**config.mk**
```make
export PLATFORM = sky130hd
export DESIGN_NAME = cp0_tlb_regs_flat
export DESIGN_NICKNAME = d
export VERILOG_FILES = /design/src/rtl/cp0_tlb_regs_if.sv /design/src/rtl/cp0_tlb_regs.sv /design/src/flat_wrapper.sv
export SDC_FILE = /design/constraint.sdc
export NUM_CORES = 1
export LEC_CHECK = 0
export ABC_AREA = 1
export ABC_CLOCK_PERIOD_IN_PS = 2000
export BUFFER_PORTS_ARGS = -buffer_cell sky130_fd_sc_hd__buf_2
export CORE_AREA = 2 2 161 163
export DETAILED_ROUTE_END_ITERATION = 10
export DIE_AREA = 0 0 163 165
export GPL_ROUTABILITY_DRIVEN = 0
export PLACE_DENSITY = 0.6
export SLEW_MARGIN = 10
export SYNTH_ARGS = -nofsm -noshare
export SYNTH_HDL_FRONTEND = slang
export SYNTH_SLANG_ARGS = --single-unit
```
**constraint.sdc**
```tcl
create_clock -name clk -period 2 [get_ports clk]
set_input_delay 0.2 -clock clk [delete_from_list [all_inputs] [get_ports clk]]
set_output_delay 0.2 -clock clk [all_outputs]
set_load 0.1 [all_outputs]
```
**src/rtl/cp0_tlb_regs_if.sv**
```systemverilog
// Pipeline-side bundle of cp0_tlb_regs: CP0 register access, TLB instruction
// handshake and TLB exception reporting.
interface cp0_tlb_regs_if;
    logic        mtc0_we;
    logic [4:0]  cp0_addr;
    logic [31:0] mtc0_wdata;
    logic [31:0] mfc0_rdata;
    logic        tlb_req;
    logic [2:0]  tlb_op;
    logic        tlb_busy;
    logic        tlb_done;
    logic        exc_tlb_valid;
    logic [31:0] exc_vaddr;

    modport master (
        output mtc0_we, cp0_addr, mtc0_wdata, tlb_req, tlb_op, exc_tlb_valid, exc_vaddr,
        input  mfc0_rdata, tlb_busy, tlb_done
    );

    modport slave (
        input  mtc0_we, cp0_addr, mtc0_wdata, tlb_req, tlb_op, exc_tlb_valid, exc_vaddr,
        output mfc0_rdata, tlb_busy, tlb_done
    );
endinterface

```
**src/rtl/cp0_tlb_regs.sv**
```systemverilog
// CP0 TLB management registers and TLBR/TLBWI/TLBWR/TLBP sequencer feeding the MMU.
// Optional ASID storage in EntryHi[7:0] is enabled by defining CP0_TLB_ASID_EN.
module cp0_tlb_regs #(
    parameter int TLB_entry_num        = 16,
    parameter int Entry_id_width       = 4,
    parameter int in_tlb_config_width  = 160,
    parameter int out_tlb_config_width = 142
) (
    input  logic                            clk,
    input  logic                            rst,
    cp0_tlb_regs_if.slave                   bus,
    input  logic                            tlbp_hit,
    input  logic [in_tlb_config_width-1:0]  in_tlb_config,
    output logic [out_tlb_config_width-1:0] out_tlb_config,
    output logic [2:0]                      op_type
);

    localparam logic [Entry_id_width-1:0] RANDOM_TOP = Entry_id_width'(TLB_entry_num - 1);
    localparam logic [Entry_id_width-1:0] ID_ONE     = Entry_id_width'(1);

    localparam logic [2:0] OP_NONE = 3'b000;
    localparam logic [2:0] OP_TLBR = 3'b001;
    localparam logic [2:0] OP_TLBP = 3'b100;

    typedef enum logic [1:0] {
        ST_IDLE  = 2'b00,
        ST_ISSUE = 2'b01,
        ST_DONE  = 2'b10
    } state_t;

    state_t state_r;
    state_t state_nxt_s;

    logic [2:0]                op_type_r;
    logic                      busy_r;
    logic                      done_r;

    logic [18:0]               hi_vpn2_r;
    logic [29:0]               lo0_r;
    logic [29:0]               lo1_r;
    logic                      index_p_r;
    logic [Entry_id_width-1:0] index_r;
    logic [Entry_id_width-1:0] random_r;
    logic [Entry_id_width-1:0] random_nxt_s;
    logic [Entry_id_width-1:0] wired_r;
    logic [8:0]                ctx_base_r;
    logic [18:0]               ctx_badvpn2_r;
    logic [31:0]               badvaddr_r;
`ifdef CP0_TLB_ASID_EN
    logic [7:0]                asid_r;
`endif

    logic [31:0] entry_hi_s;
    logic [31:0] rdata_s;
    logic        wr_s;
    logic        wr_index_s;
    logic        wr_lo0_s;
    logic        wr_lo1_s;
    logic        wr_ctx_s;
    logic        wr_wired_s;
    logic        wr_hi_s;
    logic        tlbr_cap_s;
    logic        tlbp_cap_s;
    logic        unused_s;

    function automatic logic op_is_legal(input logic [2:0] op);
        case (op)
            3'b001, 3'b010, 3'b011, 3'b100: op_is_legal = 1'b1;
            default:                        op_is_legal = 1'b0;
        endcase
    endfunction

    assign wr_s       = bus.mtc0_we && !busy_r;
    assign wr_index_s = wr_s && (bus.cp0_addr == 5'd0);
    assign wr_lo0_s   = wr_s && (bus.cp0_addr == 5'd2);
    assign wr_lo1_s   = wr_s && (bus.cp0_addr == 5'd3);
    assign wr_ctx_s   = wr_s && (bus.cp0_addr == 5'd4);
    assign wr_wired_s = wr_s && (bus.cp0_addr == 5'd6);
    assign wr_hi_s    = wr_s && (bus.cp0_addr == 5'd10);

    assign tlbr_cap_s = (state_r == ST_ISSUE) && (op_type_r == OP_TLBR);
    assign tlbp_cap_s = (state_r == ST_ISSUE) && (op_type_r == OP_TLBP);

    assign op_type      = op_type_r;
    assign bus.tlb_busy = busy_r;
    assign bus.tlb_done = done_r;

    // Next-state logic of the TLB instruction sequencer
    always_comb begin
        state_nxt_s = state_r;
        case (state_r)
            ST_IDLE: begin
                if (bus.tlb_req && op_is_legal(bus.tlb_op)) begin
                    state_nxt_s = ST_ISSUE;
                end else begin
                    state_nxt_s = ST_IDLE;
                end
            end
            ST_ISSUE: state_nxt_s = ST_DONE;
            ST_DONE:  state_nxt_s = ST_IDLE;
            default:  state_nxt_s = ST_IDLE;
        endcase
    end

    // Sequencer state and its registered handshake outputs
    always_ff @(posedge clk or negedge rst) begin
        if (!rst) begin
            state_r   <= ST_IDLE;
            op_type_r <= OP_NONE;
            busy_r    <= 1'b0;
            done_r    <= 1'b0;
        end else begin
            state_r   <= state_nxt_s;
            op_type_r <= (state_nxt_s == ST_ISSUE) ? bus.tlb_op : OP_NONE;
            busy_r    <= (state_nxt_s != ST_IDLE);
            done_r    <= (state_nxt_s == ST_DONE);
        end
    end

    // Random counts down from the top to Wired, frozen while an op is in flight
    always_comb begin
        random_nxt_s = random_r;
        if (wr_wired_s) begin
            random_nxt_s = RANDOM_TOP;
        end else if (state_r != ST_IDLE) begin
            random_nxt_s = random_r;
        end else if ((wired_r >= RANDOM_TOP) || (random_r == wired_r)) begin
            random_nxt_s = RANDOM_TOP;
        end else begin
            random_nxt_s = random_r - ID_ONE;
        end
    end

    // Architectural TLB registers: mtc0 writes, TLBR/TLBP capture, exception latching
    always_ff @(posedge clk or negedge rst) begin
        if (!rst) begin
            hi_vpn2_r     <= 19'd0;
            lo0_r         <= 30'd0;
            lo1_r         <= 30'd0;
            index_p_r     <= 1'b0;
            index_r       <= '0;
            random_r      <= RANDOM_TOP;
            wired_r       <= '0;
            ctx_base_r    <= 9'd0;
            ctx_badvpn2_r <= 19'd0;
            badvaddr_r    <= 32'd0;
        end else begin
            random_r <= random_nxt_s;

            if (bus.exc_tlb_valid) begin
                hi_vpn2_r <= bus.exc_vaddr[31:13];
            end else if (tlbr_cap_s) begin
                hi_vpn2_r <= in_tlb_config[31:13];
            end else if (wr_hi_s) begin
                hi_vpn2_r <= bus.mtc0_wdata[31:13];
            end else begin
                hi_vpn2_r <= hi_vpn2_r;
            end

            if (tlbr_cap_s) begin
                lo0_r <= in_tlb_config[61:32];
                lo1_r <= in_tlb_config[93:64];
            end else begin
                lo0_r <= wr_lo0_s ? bus.mtc0_wdata[29:0] : lo0_r;
                lo1_r <= wr_lo1_s ? bus.mtc0_wdata[29:0] : lo1_r;
            end

            // A probe miss sets P but keeps the previous index bits
            if (tlbp_cap_s) begin
                index_p_r <= ~tlbp_hit;
                if (tlbp_hit) begin
                    index_r <= in_tlb_config[96 +: Entry_id_width];
                end else begin
                    index_r <= index_r;
                end
            end else if (wr_index_s) begin
                index_r <= bus.mtc0_wdata[Entry_id_width-1:0];
            end else begin
                index_r <= index_r;
            end

            wired_r    <= wr_wired_s ? bus.mtc0_wdata[Entry_id_width-1:0] : wired_r;
            ctx_base_r <= wr_ctx_s ? bus.mtc0_wdata[31:23] : ctx_base_r;

            if (bus.exc_tlb_valid) begin
                ctx_badvpn2_r <= bus.exc_vaddr[31:13];
                badvaddr_r    <= bus.exc_vaddr;
            end else begin
                ctx_badvpn2_r <= ctx_badvpn2_r;
                badvaddr_r    <= badvaddr_r;
            end
        end
    end

`ifdef CP0_TLB_ASID_EN
    // ASID is untouched by exceptions; only TLBR and mtc0 update it
    always_ff @(posedge clk or negedge rst) begin
        if (!rst) begin
            asid_r <= 8'd0;
        end else if (tlbr_cap_s) begin
            asid_r <= in_tlb_config[7:0];
        end else if (wr_hi_s) begin
            asid_r <= bus.mtc0_wdata[7:0];
        end else begin
            asid_r <= asid_r;
        end
    end

    assign entry_hi_s = {hi_vpn2_r, 5'd0, asid_r};
`else
    assign entry_hi_s = {hi_vpn2_r, 13'd0};
`endif

    // Combinational CP0 read port
    always_comb begin
        rdata_s = 32'd0;
        case (bus.cp0_addr)
            5'd0:    rdata_s = {index_p_r, {(31-Entry_id_width){1'b0}}, index_r};
            5'd1:    rdata_s = {{(32-Entry_id_width){1'b0}}, random_r};
            5'd2:    rdata_s = {2'd0, lo0_r};
            5'd3:    rdata_s = {2'd0, lo1_r};
            5'd4:    rdata_s = {ctx_base_r, ctx_badvpn2_r, 4'd0};
            5'd6:    rdata_s = {{(32-Entry_id_width){1'b0}}, wired_r};
            5'd8:    rdata_s = badvaddr_r;
            5'd10:   rdata_s = entry_hi_s;
            default: rdata_s = 32'd0;
        endcase
    end

    assign bus.mfc0_rdata = rdata_s;

    // Configuration bus toward the MMU; unassigned bits stay zero
    always_comb begin
        out_tlb_config                        = '0;
        out_tlb_config[31:0]                  = entry_hi_s;
        out_tlb_config[63:32]                 = {2'd0, lo0_r};
        out_tlb_config[95:64]                 = {2'd0, lo1_r};
        out_tlb_config[96 +: Entry_id_width]  = index_r;
        out_tlb_config[102 +: Entry_id_width] = random_r;
    end

    assign unused_s = ^{in_tlb_config, bus.mtc0_wdata, bus.exc_vaddr};

endmodule

```
**src/flat_wrapper.sv**
```systemverilog
// flat-port wrapper written by rule: the top's interface ports become plain ports
module cp0_tlb_regs_flat 
#(
    parameter int TLB_entry_num        = 16,
    parameter int Entry_id_width       = 4,
    parameter int in_tlb_config_width  = 160,
    parameter int out_tlb_config_width = 142
)
  (clk, rst, tlbp_hit, in_tlb_config, out_tlb_config, op_type, bus_mtc0_we, bus_cp0_addr, bus_mtc0_wdata, bus_tlb_req, bus_tlb_op, bus_exc_tlb_valid, bus_exc_vaddr, bus_mfc0_rdata, bus_tlb_busy, bus_tlb_done);
  cp0_tlb_regs_if bus_i ();
  input  logic clk;
  input  logic rst;
  input  logic tlbp_hit;
  input  logic [in_tlb_config_width-1:0] in_tlb_config;
  output logic [out_tlb_config_width-1:0] out_tlb_config;
  output logic [2:0] op_type;
  input wire logic [$bits(bus_i.mtc0_we)-1:0] bus_mtc0_we;
  input wire logic [$bits(bus_i.cp0_addr)-1:0] bus_cp0_addr;
  input wire logic [$bits(bus_i.mtc0_wdata)-1:0] bus_mtc0_wdata;
  input wire logic [$bits(bus_i.tlb_req)-1:0] bus_tlb_req;
  input wire logic [$bits(bus_i.tlb_op)-1:0] bus_tlb_op;
  input wire logic [$bits(bus_i.exc_tlb_valid)-1:0] bus_exc_tlb_valid;
  input wire logic [$bits(bus_i.exc_vaddr)-1:0] bus_exc_vaddr;
  output wire logic [$bits(bus_i.mfc0_rdata)-1:0] bus_mfc0_rdata;
  output wire logic [$bits(bus_i.tlb_busy)-1:0] bus_tlb_busy;
  output wire logic [$bits(bus_i.tlb_done)-1:0] bus_tlb_done;
  assign bus_i.mtc0_we = bus_mtc0_we;
  assign bus_i.cp0_addr = bus_cp0_addr;
  assign bus_i.mtc0_wdata = bus_mtc0_wdata;
  assign bus_i.tlb_req = bus_tlb_req;
  assign bus_i.tlb_op = bus_tlb_op;
  assign bus_i.exc_tlb_valid = bus_exc_tlb_valid;
  assign bus_i.exc_vaddr = bus_exc_vaddr;
  assign bus_mfc0_rdata = bus_i.mfc0_rdata;
  assign bus_tlb_busy = bus_i.tlb_busy;
  assign bus_tlb_done = bus_i.tlb_done;
  cp0_tlb_regs #(.TLB_entry_num(TLB_entry_num), .Entry_id_width(Entry_id_width), .in_tlb_config_width(in_tlb_config_width), .out_tlb_config_width(out_tlb_config_width)) u_core (.clk(clk), .rst(rst), .bus(bus_i), .tlbp_hit(tlbp_hit), .in_tlb_config(in_tlb_config), .out_tlb_config(out_tlb_config), .op_type(op_type));
endmodule
```
==> results_dict.tcl <==
set metrics [dict create \
    setup_viol 0 \
    async_flop_share_pct 100 \
    synth_seq_area_share_pct 43.4 \
    r2r-start "u_core.op_type[0]" \
    area_growth_pct 40.5 \
    ant_nets 0 \
    die_area_um2 26900 \
    grt.total_usage_pct 24.6 \
    critical_path_arrival_ns 1.70 \
    yosysMostFrequentCell "nand2_1" \
    cts_tree "yes" \
    hold_viol_final 1 \
    wirelength_um 33100 \
    total_power_uw 14900 \
    grt_pass1_wl_um 49300 \
    fin_crit_sh_pct 95.1 \
    vias_per_cell 4.83 \
    crit_path_max_fanout 3 \
    synth.largest_area_cell "dfrtp_1" \
    n_fill_cell 2561 \
    path_clk_slew_ns 0.06 \
    synth_area_um2 8020 \
    dr.pass1.iters 6 \
    ys_ff_latch 139 \
    num_rows 58 \
    seq_area_um2 3500 \
    startpoint_type "flip-flop" \
    ys_types 35 \
    grt_pass1_vias 8228 \
    cts_made_buffers 17 \
    cp.required_ns 1.80 \
    skew_ns 0.0104 \
    min_period_ns 1.90 \
    synth_top_cells_by_count "nand2_1, dfrtp_1, inv_1, nand3_1, o21ai_0" \
    clk_latency_ns 0.43 \
    numPortBuffers 284 \
    critical_path_class "flip-flop to output port" \
    synth_ff_type "dfrtp_1" \
    synth_cells 1126 \
    dpl-instance-area_um2 10300 \
    fin_ws_ns 0.0977 \
    die_h_um 165 \
    fmax_mhz 526 \
    core_um2 25000 \
    worstHoldPathType "input port to flip-flop" \
    max_slew_margin_pct 37.7 \
    vias 8707 \
    hpwlAfterDp_um 25500 \
    overflow 0 \
    final_nets 1698 \
    final_max_slew_viol_count 0 \
    yosys_warnings 0 \
    htreeDepth 4 \
    clockBufferDepth 2 \
    rr_endpoint "u_core.lo1_r[28]" \
    die_x_um 163 \
    multi_input_area_um2 3700 \
    finalInstanceArea_um2 11300 \
    drt_iter0_drc 916 \
    synth.avg_cell_area_um2 7.12 \
    p_leak_uw 0.00602 \
    grt_max_degree 64 \
    pre_cts_ws_ns 0.0807 \
    post-route-drc-count 0 \
    ios 417 \
    min_to "u_core.badvaddr_r[30]" \
    violations "hold timing" \
    hold_ws_ns -0.000783 \
    clock_sinks 139 \
    antenna_found_initial 2 \
    synth_edf_count 0 \
    wire_per_inst_um 18.4 \
    cts.root.buffer_cell "clkbuf_16" \
    reg2reg_depth 7 \
    netlist_top_cells_area "dfrtp_1, nand2_1, nand3_1" \
    synth_top_area_share_pct 42.1 \
    worst_pin_slew_ns 0.931 \
    max-cap-violations 0 \
    powerDensity_nw_per_um2 1320 \
    drive_gt1_share_pct 28.9 \
    rsz0062_at_grt "false" \
    endpoint_kind "output port" \
    hp-start "bus_exc_vaddr[30]" \
    holdPathStages 3 \
    status "finished with violations" \
    r2r_slack_ns 0.18 \
    start_util_pct 32.0 \
    peakVddDrop_mv 1.12 \
]
area by class of cell:
cell class,count,area share [%]
Inverter,104,3.46
Clock inverter,12,1.24
Sequential cell,139,31.1
Multi-Input combinational cell,830,32.8
Timing Repair Buffer,367,23.7
Antenna cell,2,0.0444
Clock buffer,20,3.96
Tap cell,330,3.66
flip-flops by register name, indices dropped and copies added, names as in the netlist:
register              cells
u_core.ctx_base_r         9
u_core.lo0_r             30
u_core.badvaddr_r        31
u_core.index_r            4
u_core.index_p_r          1
u_core.wired_r            4
u_core.bus.tlb_done       1
u_core.op_type            3
u_core.ctx_badvpn2_r      1
u_core.state_r            1
u_core.hi_vpn2_r         19
u_core.lo1_r             30
u_core.random_r           4
u_core.bus.tlb_busy       1
report_power, final:
group	switching, µW	internal (µW)
combinational	6440	1170
sequential	543	3560
clock	1330	1880
total	8320	6610
timing repair:
action / 4_1_cts / 5_1_grt
hold buffers: 32 / 0
resized for setup: 0 / 4
endpoints found under the setup margin: 0 / 5
hold endpoints to repair: 70 / 0
buffers inserted: 0 / 1
cells by family after synthesis:
group | count (synthesis) | synth area share, %
other | 1 | 0.0468
AO/OA/AOI/OAI | 141 | 9.91
AND/OR/NAND/NOR | 632 | 32.4
flip-flops | 139 | 43.4
adder cells (fa/ha/maj) | 1 | 0.156
buffers and inverters | 211 | 13.9
XOR/XNOR | 1 | 0.109
worst max-delay path, cell delays in order (launching register included):
cell and delay [ns]:
dfrtp_1 0.36, inv_1 0.12, o21ai_0 0.19, nor2_1 0.29
nand2_2 0.11, buf_12 0.18
through the flow:
stage	cells	utilization [%]	setup TNS [ns]
2_1_floorplan	1180	-	-2.16
3_3_place_gp	1737	41.3	0
3_5_place_dp	1737	41.3	0
4_1_cts	1801	44.9	0
5_1_grt	1803	45.0	0
6_report	1804	45.0	0
cells in the final DEF (no fill, tap or decap), types with 32 or more instances in the layout:
master / Yosys / routed
buf_12: 0 / 37
buf_2: 22 / 251
buf_4: 63 / 46
conb_1: 1 / 55
dfrtp_1: 135 / 120
dlygate4sd3_1: 0 / 32
inv_1: 101 / 101
nand2_1: 467 / 449
nand3_1: 98 / 96
nor2_1: 42 / 41
o21ai_0: 97 / 95
layer usage:
layer | routed length (µm) | track usage, %
met1 | 14900 | 35.6
met2 | 15000 | 37.9
met3 | 2400 | 3.74
met4 | 813 | 7.88
met5 | 11 | 0
worst max path at each step:
| stage | startpoint | end | slack (ns) | cells past startpoint |
|---|---|---|---|---|
| 3_5_place_dp | bus_cp0_addr[3] | bus_mfc0_rdata[25] | 0.08 | 9 |
| 3_3_place_gp | bus_cp0_addr[1] | bus_mfc0_rdata[25] | 0.11 | 12 |
| 6_report | u_core.badvaddr_r[14] | bus_mfc0_rdata[14] | 0.1 | 5 |
| 2_1_floorplan | bus_cp0_addr[0] | bus_mfc0_rdata[12] | -0.44 | 5 |
| 4_1_cts | bus_cp0_addr[3] | bus_mfc0_rdata[25] | 0.04 | 9 |
| 5_1_grt | bus_cp0_addr[3] | bus_mfc0_rdata[26] | 0.02 | 10 |
Note: power is estimated with default switching activity, not from simulation.
